`src/rtl/tx_rr_arbiter.sv`:
```
// Round-robin scheduler sharing one serial transmitter between N collector channels.
// Grants one requester, pulses tx_start, and holds the grant until tx_done or watchdog expiry.
module tx_rr_arbiter #(
    parameter int N       = 4,
    parameter int ID_W    = 2,
    parameter int TIMEOUT = 255
) (
    input  logic            clk,
    input  logic            rst,
    input  logic [N-1:0]    req,
    input  logic            tx_done,
    output logic [N-1:0]    gnt,
    output logic [ID_W-1:0] gnt_id,
    output logic            tx_start,
    output logic            busy,
    output logic            timeout
);

    localparam int WDW = (TIMEOUT > 0) ? $clog2(TIMEOUT + 1) : 1;
    localparam logic [WDW-1:0] WDOG_LAST = (TIMEOUT > 0) ? WDW'(TIMEOUT - 1) : '0;

    localparam logic [1:0] S_IDLE    = 2'd0;
    localparam logic [1:0] S_START   = 2'd1;
    localparam logic [1:0] S_WAIT    = 2'd2;
    localparam logic [1:0] S_RELEASE = 2'd3;

    logic [1:0]      state;
    logic [ID_W-1:0] ptr;
    logic [WDW-1:0]  wdog;

    logic            found;
    logic [ID_W-1:0] winner;
    logic [N-1:0]    win_onehot;
    logic [ID_W-1:0] next_ptr;
    int unsigned     idx;

    // Priority scan starting at ptr, wrapping modulo N (N need not be a power of two).
    always_comb begin
        found  = 1'b0;
        winner = '0;
        idx    = 0;
        for (int unsigned i = 0; i < N; i++) begin
            idx = 32'(ptr) + i;
            if (idx >= N) idx = idx - N;
            if (!found && req[idx[ID_W-1:0]]) begin
                found  = 1'b1;
                winner = idx[ID_W-1:0];
            end
        end
        win_onehot         = '0;
        win_onehot[winner] = 1'b1;
        next_ptr           = (gnt_id == ID_W'(N - 1)) ? '0 : gnt_id + 1'b1;
    end

    // Outputs are loaded on the transition into each state so they are valid
    // throughout that state's cycle(s) without any combinational decode.
    always_ff @(posedge clk) begin
        if (rst) begin
            state    <= S_IDLE;
            ptr      <= '0;
            wdog     <= '0;
            gnt      <= '0;
            gnt_id   <= '0;
            tx_start <= 1'b0;
            busy     <= 1'b0;
            timeout  <= 1'b0;
        end else begin
            case (state)
                S_IDLE: begin
                    if (found) begin
                        gnt_id   <= winner;
                        gnt      <= win_onehot;
                        tx_start <= 1'b1;
                        busy     <= 1'b1;
                        state    <= S_START;
                    end
                end
                S_START: begin
                    tx_start <= 1'b0;
                    wdog     <= '0;
                    state    <= S_WAIT;
                end
                S_WAIT: begin
                    if (TIMEOUT != 0) wdog <= wdog + 1'b1;
                    if (tx_done) begin
                        gnt   <= '0;
                        busy  <= 1'b0;
                        state <= S_RELEASE;
                    end else if ((TIMEOUT != 0) && (wdog == WDOG_LAST)) begin
                        gnt     <= '0;
                        busy    <= 1'b0;
                        timeout <= 1'b1;
                        state   <= S_RELEASE;
                    end
                end
                S_RELEASE: begin
                    timeout <= 1'b0;
                    ptr     <= next_ptr;
                    state   <= S_IDLE;
                end
                default: state <= S_IDLE;
            endcase
        end
    end

endmodule

```
`config.mk`:
```
export PLATFORM = sky130hd
export DESIGN_NAME = tx_rr_arbiter
export DESIGN_NICKNAME = d
export VERILOG_FILES = /design/src/rtl/tx_rr_arbiter.sv
export SDC_FILE = /design/constraint.sdc
export NUM_CORES = 1
export LEC_CHECK = 0
export CAP_MARGIN = 5
export CORE_MARGIN = 2
export CORE_UTILIZATION = 52
export CTS_CLUSTER_DIAMETER = 120
export DETAILED_ROUTE_END_ITERATION = 10
export GPL_TIMING_DRIVEN = 0
export PLACE_DENSITY_LB_ADDON = 0.3
export REMOVE_ABC_BUFFERS = 1
export SLEW_MARGIN = 20
export SYNTH_ARGS = -nofsm -noshare
export SYNTH_HDL_FRONTEND = slang
export SYNTH_SLANG_ARGS = --single-unit
```
`constraint.sdc`:
```
create_clock -name clk -period 1.9 [get_ports clk]
set_input_delay 0.19 -clock clk [delete_from_list [all_inputs] [get_ports clk]]
set_output_delay 0.19 -clock clk [all_outputs]
set_load 0.03 [all_outputs]
```
==> results of run 1 <==
-- path summary, 6_finish.rpt --
kind                               start  endpoint  slack [ns]
worst min-delay path                busy      busy        0.47
worst max-delay path            state[0]   wdog[7]        0.23
worst max register to register  state[0]   wdog[7]        0.23
worst min register to register      busy      busy        0.47
-- cell type report --
class                      instances  area share
clock buffer                       4      0.0199
sequential                        21       0.318
multi-input combinational         85       0.497
inverter                           7      0.0199
timing repair buffer              16       0.119
tap                               27      0.0256
-- registers in the layout (all words and copies together) (netlist names) --
name,flops
gnt,4
state,2
timeout,1
ptr,2
busy,1
gnt_id,2
wdog,8
tx_start,1
-- metrics by stage --
stage / total power [mW] / area, um^2
after floorplan: 1.08 / 1100
after global placement: 1.26 / 1280
after detailed placement: 1.28 / 1280
after CTS: 1.49 / 1310
after global routing: 1.58 / 1320
final: 1.48 / 1320
-- synth_stat cells (all sizes together) (2+ instances only) --
cell type,instances
xor2,4
mux2i,2
nand2b,4
nand3,3
a211oi,2
nand4,4
o311ai,2
a32o,4
o21ai,3
or3,2
a21o,4
nor2,10
nand2,4
nor2b,2
a21oi,9
dfxtp,21
inv,7
nor4,2
ha,8
o31ai,2
-- metal layers --
| layer | GRT usage | wire length [um] | up-vias | share of wire |
|---|---|---|---|---|
| met3 | 0.0268 | 53 | 4 | 0.026 |
| li1 | - | - | 463 | - |
| met4 | 0.0694 | 30 | 0 | 0.015 |
| met1 | 0.210 | 910 | 436 | 0.45 |
| met5 | 0 | 0 | - | 0 |
| met2 | 0.329 | 1050 | 12 | 0.51 |
-- kinds of logic after synthesis --
family / after synthesis / share of synthesized area
AOI/OAI and AO/OA: 34 / 0.246
xor gates and xnor gates: 4 / 0.0316
adders and majority gates: 8 / 0.0902
buffers and inverters: 9 / 0.0316
DFF: 21 / 0.379
muxes: 2 / 0.0180
and+or+nand+nor: 37 / 0.204
-- worst reg2reg max path, cell delays in order (launching register included) --
cell     delay, ns
dfxtp_1       0.40
inv_1         0.10
ha_2          0.42
nand4_1       0.15
or3_1         0.38
a21oi_1       0.16
-- power by group --
part	internal (mW)	switching, mW	total [mW]
combinational	0.316	0.383	0.699
clock	0.0819	0.130	0.212
sequential	0.517	0.0539	0.571
-- timing repair --
item	in CTS	in global routing
gates resized for setup	0	1
setup buffers	0	1
endpoints found under the setup margin	0	2
==> metrics, run 1 <==
outcome complete, no violations; R2R depth 5; gr ovfl total 0; full die area approximately 2500 um^2; Final #Nets between 100 and 150; Max Fclk ~600 MHz; Final Hold Fails 0; vias in the first global route 863; hold slack final 0.467 ns; critical path class flop to flop; Distinct cells, synth 41; via count 915; FF/Latch Area between 400 and 500 um^2; Boundary Pins 16; Die Span Y approximately 50 um; period utilisation layout 0.881; 1st-iter DRT viols 11; first-pass GRT wire length 3.54 mm; routed len/inst 12.8 um; clock skew 0.00857 ns; initial antenna violation count 0; utilization after layout 0.667; Seq/Total Area, Yosys 0.379; setup ws final 0.225 ns; clk_lat worst skew 0.30 ns; clk sinks 21; Hold Path Class flop to flop; top cells by area, synth dfxtp_1 (38%), ha_1 (9.0%), a21oi_1 (4.1%); Rows 16; Slew headroom 0.598; share of the synthesized area in the top cell type 0.379; fillers 154; max_cap viols 0; max incr delay on CP around 0.42 ns; DRT antenna net count 0; most common cell after layout, fill and taps aside dfxtp_1; final wirelength 2.04 mm; CORE AREA between 1500 and 2000 um^2; dominant synthesized flop cell dfxtp_1; cell count after synthesis 115; Syn Std Cell Area 1110 um^2; layout cells sized above 1 0.143; Pleak roughly 0.53 nW; final cell count without fillers 160; crit path buf inv count 1; Max rail drop VDD roughly 610 uV; number of cells on the critical path 5; gp weighted congestion 0.714; hold buffers post-CTS 0; commonest cells after routing, fill and taps aside dfxtp_1 (21), clkdlybuf4s50_1 (15), nor2_1 (10), a21oi_1 (9); Die X-Extent 50.2 um; Cells after DPL 155; post-synthesis register bit count 21; CTS buffer count 3; Port Buffers 15; Clk pin slew, worst setup/hold paths ~0.11 ns; critical path endpoint category flop; diode count 0; P per Cell Area between 1000 and 1500 nW/um^2; Total Neg Setup Slack 0 ns; DRT Pass-1 Iters 4; area grow syn2layout 19.1%; CP top delay family simple AND/OR/NAND/NOR gates; Initial Util 0.560; post-DP HPWL approximately 1.6 mm; CP Cell Sequence inv_1 -> ha_2 -> nand4_1 -> or3_1 -> a21oi_1; hold path depth 1; final setup violating endpoints 0; EDFF count, synth 0; Crit path required time 2.13 ns; measured slew at the worst slew-check pin 0.602 ns; Synthesis Warnings 0; Startpoint Class flop; Residual DRC 0; Crit Path Max Fanout 10; Slew Limit Fails 0; Tmin final 1.67 ns; Synth area leader dfxtp_1; crit path DAT roughly 1.9 ns; CTS tree yes; ys async rst share 0; largest net degree at the start of global routing 14; global-route usage over all layers 0.180; H-tree Lvls 1; RSZ-0062 raised after global routing false; area of the multi-input gates ~660 um^2; slowest CP cell ha_2; vias per inst around 5.7; clock buffer depth 2; Post-Place Worst Slack 0.123 ns; Syn Area/Cell 9.65 um^2; root buffer cell clkbuf_4
(Power assumes the default switching activity.)
==> inputs of run 2 (changes only) <==
--- a/config.mk
+++ b/config.mk
@@ -5,10 +5,12 @@
 export SDC_FILE = /design/constraint.sdc
 export NUM_CORES = 1
 export LEC_CHECK = 0
+export ABC_AREA = 1
 export CAP_MARGIN = 5
 export CORE_MARGIN = 2
-export CORE_UTILIZATION = 52
+export CORE_UTILIZATION = 55
 export CTS_CLUSTER_DIAMETER = 120
+export CTS_CLUSTER_SIZE = 12
 export DETAILED_ROUTE_END_ITERATION = 10
 export GPL_TIMING_DRIVEN = 0
 export PLACE_DENSITY_LB_ADDON = 0.3
==> run 2 against run 1 <==
Compared with the run above:
- clock power grew 3%
- critical path depth grew 4
- non-clock buffer count shrank 1
- register-to-register slack lost 0.03 ns
- worst hold slack gained 0.012 ns
- first-iteration DRC count grew to 3.1 times the previous value
- via count grew 37%
- worst setup slack lost 0.032 ns
- wire length grew 30%
- clock-buffer cell count shrank 1
- critical endpoint unchanged
==> metrics, run 2 <==
outcome complete, no violations (unchanged); cell count after synthesis 201 (was 115); measured slew at the worst slew-check pin 0.452 ns (was 0.602 ns); post-DP HPWL 2.15 mm (was 1.58 mm); r2r endpoint wdog[7] (unchanged); crit path from state[0] (unchanged); Cells after DPL 243 (was 155); Pleak 0.713 nW (was 0.528 nW); Startpoint Class flop (unchanged); top cells by area, synth dfxtp_1 (31%), nand2_1 (15%), ha_1 (7.4%) (was dfxtp_1 (38%), ha_1 (9.0%), a21oi_1 (4.1%)); Die Span Y 53.7 um (was 50.2 um); initial antenna violation count 0 (unchanged); Most flops, register wdog (unchanged); gp weighted congestion 0.932 (was 0.714); H-tree Lvls 1 (unchanged); Hold Path Class flop to flop (unchanged); ys async rst share 0 (unchanged); vias per inst 5.07 (was 5.72); clk_lat worst skew 0.31 ns (was 0.30 ns); period utilisation layout 0.898 (was 0.881); dominant synthesized flop cell dfxtp_1 (unchanged); CORE AREA 2410 um^2 (was 1980 um^2); Distinct cells, synth 29 (was 41); Post-CTS Resized 0 (unchanged); Synthesis Warnings 0 (unchanged); share of the synthesized area in the top cell type 0.309 (was 0.379); Synth area leader dfxtp_1 (unchanged); post-synthesis register bit count 21 (unchanged); Seq/Total Area, Yosys 0.309 (was 0.379); FF-to-FF Start state[0] (unchanged); Syn Area/Cell 6.77 um^2 (was 9.65 um^2); Slew Limit Fails 0 (unchanged); CTS tree yes (unchanged); R2R depth 9 (was 5); Max Fclk 586 MHz (was 597 MHz); 1st-iter DRT viols 34 (was 11); biggest regs wdog x8, gnt x4 (unchanged); Initial Util 0.564 (was 0.560); full die area 2890 um^2 (was 2520 um^2); number of post-CTS setup repair buffers 0 (unchanged); Residual DRC 0 (unchanged); Clk pin slew, worst setup/hold paths 0.12 ns (was 0.11 ns); setup ws final 0.193 ns (was 0.225 ns); global-route usage over all layers 0.213 (was 0.180); count leader, synth nand2_1 (was dfxtp_1); Boundary Pins 16 (unchanged); P per Cell Area 1230 nW/um^2 (was 1120 nW/um^2); RSZ-0062 raised after global routing false (unchanged); fillers 208 (was 154); root buffer cell clkbuf_4 (unchanged); Worst Setup EP wdog[7] (unchanged); Syn Std Cell Area 1360 um^2 (was 1110 um^2); crit path DAT 1.90 ns (was 1.91 ns); Final #Nets 233 (was 149); top cells by count, synth nand2_1 (56), inv_1 (23), nor2_1 (22), dfxtp_1 (21), nand2_2 (14) (was dfxtp_1 (21), nor2_1 (10), a21oi_1 (9), ha_1 (8), inv_1 (7)); DRT antenna net count 0 (unchanged); utilization after layout 0.644 (was 0.667); DRT Pass-1 Iters 4 (unchanged); Slew headroom 0.697 (was 0.598); final setup violating endpoints 0 (unchanged); CTS buffer count 3 (unchanged); routed len/inst 10.7 um (was 12.8 um); final wirelength 2.66 mm (was 2.04 mm); final cell count without fillers 247 (was 160); max_cap viols 0 (unchanged); Die X-Extent 53.7 um (was 50.2 um); hold slack final 0.479 ns (was 0.467 ns); gr ovfl total 0 (unchanged); largest net degree at the start of global routing 14 (unchanged); Crit Path Max Fanout 6 (was 10); Rows 18 (was 16); layout cells sized above 1 0.147 (was 0.143); Port Buffers 15 (unchanged); via count 1252 (was 915); Final Hold Fails 0 (unchanged); clk sinks 21 (unchanged); Crit path required time 2.09 ns (was 2.13 ns); area grow syn2layout 14.2% (was 19.1%); clock buffer depth 2 (unchanged); Max rail drop VDD 1010 uV (was 612 uV); Total Neg Setup Slack 0 ns (unchanged); diode count 0 (unchanged); EDFF count, synth 0 (unchanged); first-pass GRT wire length 4.62 mm (was 3.54 mm); max reg flops 8 (unchanged); critical path class flop to flop (unchanged); most common cell after layout, fill and taps aside nand2_1 (was dfxtp_1); clock skew 0.00429 ns (was 0.00857 ns); hold buffers post-CTS 0 (unchanged); worst reg2reg setup slack 0.19 ns (was 0.23 ns); vias in the first global route 1167 (was 863); Post-Place Worst Slack 0.0449 ns (was 0.123 ns); Tmin final 1.71 ns (was 1.67 ns); critical path endpoint category flop (unchanged); commonest cells after routing, fill and taps aside nand2_1 (56), inv_1 (23), nor2_1 (21), dfxtp_1 (20), clkdlybuf4s50_1 (15) (was dfxtp_1 (21), clkdlybuf4s50_1 (15), nor2_1 (10), a21oi_1 (9))
-- run 2: worst min path at each step --
stage / from / endpoint / slack [ns] / cells after the start
floorplan: rst / gnt[1] / 0.25 / 1
global placement: busy / busy / 0.45 / 2
detailed placement: busy / busy / 0.47 / 2
CTS: busy / busy / 0.48 / 2
global route: busy / busy / 0.51 / 2
finish: busy / busy / 0.48 / 2
-- run 2: where the power goes --
group,total [mW],switching [mW],internal (mW)
clock,0.219,0.140,0.0787
sequential,0.608,0.0767,0.531
combinational,1.08,0.697,0.385
total,1.91,0.914,0.995
-- run 2: final cells by class --
| type | instances | area (um^2) | share of cell area |
|---|---|---|---|
| Clock inverter | 1 | 5.00 | 0.00322 |
| Inverter | 26 | 97.6 | 0.0629 |
| Tap cell | 30 | 37.5 | 0.0242 |
| Multi-Input combinational cell | 151 | 818 | 0.527 |
| Clock buffer | 3 | 22.5 | 0.0145 |
| Sequential cell | 21 | 422 | 0.272 |
| Timing Repair Buffer | 15 | 150 | 0.0967 |
-- run 2: worst max-delay path, stage by stage (launching register included) --
cell     delay [ns]
dfxtp_1        0.39
inv_1          0.09
ha_1           0.38
nand2_1        0.10
nor2_1         0.13
nand2_1        0.09
nor2_2         0.13
nand2_1        0.08
xor2_1         0.14
nor2_1         0.05
-- run 2: stage by stage --
step | power (mW) | instance area, um^2
2_1_floorplan | 1.41 | 1330
3_3_place_gp | 1.65 | 1520
3_5_place_dp | 1.69 | 1520
4_1_cts | 1.91 | 1550
5_1_grt | 2.06 | 1550
6_report | 1.91 | 1550
-- run 2: metal layers --
layer | global-route usage | vias to the layer above | wire length [um]
li1 | - | 670 | -
met1 | 0.281 | 545 | 1230
met2 | 0.354 | 35 | 1270
met3 | 0.0417 | 2 | 145
met4 | 0.0556 | 0 | 12
met5 | 0 | - | 0
-- run 2: logic make-up after synthesis --
kind of cell | count (synthesis) | share of synthesized area
AO/OA/AOI/OAI | 27 | 0.114
flip-flops | 21 | 0.309
adder cells (fa/ha/maj) | 8 | 0.0736
buffers and inverters | 29 | 0.0911
XOR/XNOR | 2 | 0.0129
AND/OR/NAND/NOR | 114 | 0.399
==> edit (settings of run 2) <==
`TIMEOUT`: 255 -> 510.
--- a/src/rtl/tx_rr_arbiter.sv
+++ b/src/rtl/tx_rr_arbiter.sv
@@ -3,7 +3,7 @@
 module tx_rr_arbiter #(
     parameter int N       = 4,
     parameter int ID_W    = 2,
-    parameter int TIMEOUT = 255
+    parameter int TIMEOUT = 510
 ) (
     input  logic            clk,
     input  logic            rst,
Formal check against the unedited RTL: no difference found for any inputs over 10 cycles, from zero or initial values and one cycle with rst high; that may be too few to reach the edited logic, so the function may still have changed.
==> edit against run 2 <==
Core utilization is 1.5 points higher. Routed wire length is 0.60% higher. Area after synthesis is 3.9% higher. Sequential cell count is 1 higher. Design area is 4.2% higher. Total power is 4.3% higher. Clock power is 9% lower. Synthesized cell count stayed put. Worst setup slack worse by 0.040 ns. Sequential power is 4.4% higher. Count of clock-buffer cells in the layout stayed put. Critical endpoint is now wdog[6].
==> edit: results (changes against run 2) <==
** Status
- The run finished with clean final reports.

** Critical path
- The arrival time reported for the critical path endpoint is 1.96 ns (+0.06 ns).
- Worst Path Max Fanout :: 7 (+1)
- Startpoint of the worst-slack reg-to-reg timing path :: state[0]
- Cells on worst reg2reg path :: 8 (-1)
- Worst R2R End :: wdog[6]
- Flop2flop setup slack :: 0.15 ns (-0.04 ns)

** GRT
- The maximum number of pins on one net before global-route repair is 16 (+2).
- Number of antenna violations at the first check in global routing :: 0 (unchanged)
- The number of global-route vias before repair came to 1098 (-5.9%).
- Global-route wire length before repair :: 4.53 mm (-1.9%)
- The total routing resource utilization after global routing was 20.5% (-0.80 points).

** Synth
- Number of library cell types mapped by synthesis :: 33 (+14%)
- Sequential fraction of the synthesis area :: 31.2% (+0.27 points)
- The number of warnings reported in the yosys synthesis log is 0 (unchanged).
- For this run, the leading register cell type out of synthesis is sky130_fd_sc_hd__dfxtp_1.
- Synth cell count leaders :: sky130_fd_sc_hd__nand2_1, sky130_fd_sc_hd__inv_1, sky130_fd_sc_hd__dfxtp_1
- Sorting the synthesized cells by area gives the leading types as sky130_fd_sc_hd__dfxtp_1, sky130_fd_sc_hd__nand2_1, sky130_fd_sc_hd__ha_1.
- The share of synthesized registers carrying an async set or reset was 0% (unchanged).

** Drt
- The final routed wirelength across all metal layers came to 2.67 mm (+0.60%).
- Number of detailed-routing iterations run before antenna repair :: 4 (unchanged)
- The total number of vias came to 1273 (+1.7%).
- The initial detailed-routing violation count is 30 (-12%).

** Layout
- The count of antenna diodes in the layout was 0 (unchanged).
- Fraction of final layout cells sized beyond drive strength 1 :: 16.1% (+1.4 points)
- The total number of nets in the final design is 234 (+0.43%).
- In the final layout, the registers with the most flip-flops are wdog (9), gnt (4).
- The fill cell total of the finished layout came to 216 (+3.8%).

** Place
- The placed wire-length estimate after detailed placement was 2.14 mm (-0.40%).
- The number of buffers inserted by port buffering came to 15 (unchanged).
- The final estimated routing congestion in global placement is 0.853 (-8.5%).
- The minimum setup slack after placement is 0.0239 ns (-0.0210 ns).

** Clock tree
- H-tree depth reported by CTS :: 1 (unchanged)
- Clock Root Buffer :: sky130_fd_sc_hd__clkbuf_4
- The number of CTS-inserted buffers was 3 (unchanged).
- The clock reaches the later pin of the worst-skew pair after 0.30 ns.
- Clock input transition at the sequential cells of the worst setup and hold paths :: 0.11 ns
- The maximum clock path buffer count came to 2 (unchanged).

** Hold path
- Worst min-delay path category :: reg -> reg
- The worst hold path begins at timeout.
- Terminating pin of the worst hold path :: timeout
- The cell count of the worst hold path came to 2 (unchanged).

** Power
- Internal Pwr Total :: 1.05 mW (+5.3%)
- Pleak :: 0.715 nW (+0.28%)
- Largest voltage drop on the vdd net :: 0.858 mV (-15%)

** Timing
- Slew of the pin with the lowest slew margin :: 0.390 ns (-0.0619 ns)
- The clock skew was 0.00546 ns (+0.00117 ns).
- Smallest hold slack :: 0.475 ns (-0.00465 ns)
## edit: how the worst max path moves through the flow
stage	start	end	slack, ns
after floorplan	ptr[0]	state[0]	0.31
after global placement	ptr[0]	gnt[0]	0.10
after detailed placement	ptr[0]	gnt[2]	0.02
after CTS	state[0]	wdog[7]	0.09
after global routing	state[0]	wdog[7]	-0.006
final	state[0]	wdog[6]	0.15
## edit: cells by family (layout without fill, tap and decap cells)
group / count (synthesis) / in the layout / synth area share, %
fa+ha+maj: 8 / 8 / 7.09
buf+inv: 32 / 48 / 8.77
flops: 22 / 22 / 31.2
simple gates: 103 / 103 / 37.7
compound gates: 35 / 35 / 14.6
xor+xnor: 1 / 1 / 0.620
## edit: layout make-up
cell class                 instances  area [um2]  share of cell area (%)
multi-input combinational        147         853                    52.7
clock buffer                       3        22.5                    1.39
sequential                        22         442                    27.3
tap                               30        37.5                    2.32
inverter                          30         113                    6.96
timing repair buffer              15         150                    9.28
## edit: power by group through the flow
stage	clock network, mW	registers, mW	logic (mW)
after global placement	0	0.637	1.12
after detailed placement	0	0.644	1.15
final	0.200	0.635	1.16
after CTS	0.218	0.635	1.16
after floorplan	0	0.739	0.770
after global routing	0.226	0.644	1.31
## edit: what timing repair did
item,in CTS,in global routing
gates resized for setup,1,2
buffers inserted,0,0
hold buffers,0,0
gates cloned,0,0
setup endpoints to repair,1,2
hold endpoints to repair,0,0
## edit: layer usage
layer  share of wire, %  wire length [um]  track usage [%]
met3                3.9               105             4.10
met5                  0                 0                0
met4               0.71                19             6.25
met1                 48              1300             27.5
met2                 47              1250             32.7
## edit: critical path: stages (launching register included)
cell	delay, ns
sky130_fd_sc_hd__dfxtp_1	0.40
sky130_fd_sc_hd__inv_1	0.10
sky130_fd_sc_hd__ha_2	0.39
sky130_fd_sc_hd__nand2_1	0.08
sky130_fd_sc_hd__nor2_1	0.19
sky130_fd_sc_hd__inv_1	0.09
sky130_fd_sc_hd__nor2_1	0.13
sky130_fd_sc_hd__nand2_1	0.06
sky130_fd_sc_hd__a221oi_1	0.21
## edit: metrics by stage
step	area, um2	instances
after floorplan	1400	199
after global routing	1620	247
after global placement	1590	244
after detailed placement	1590	244
final	1620	247
after CTS	1610	247
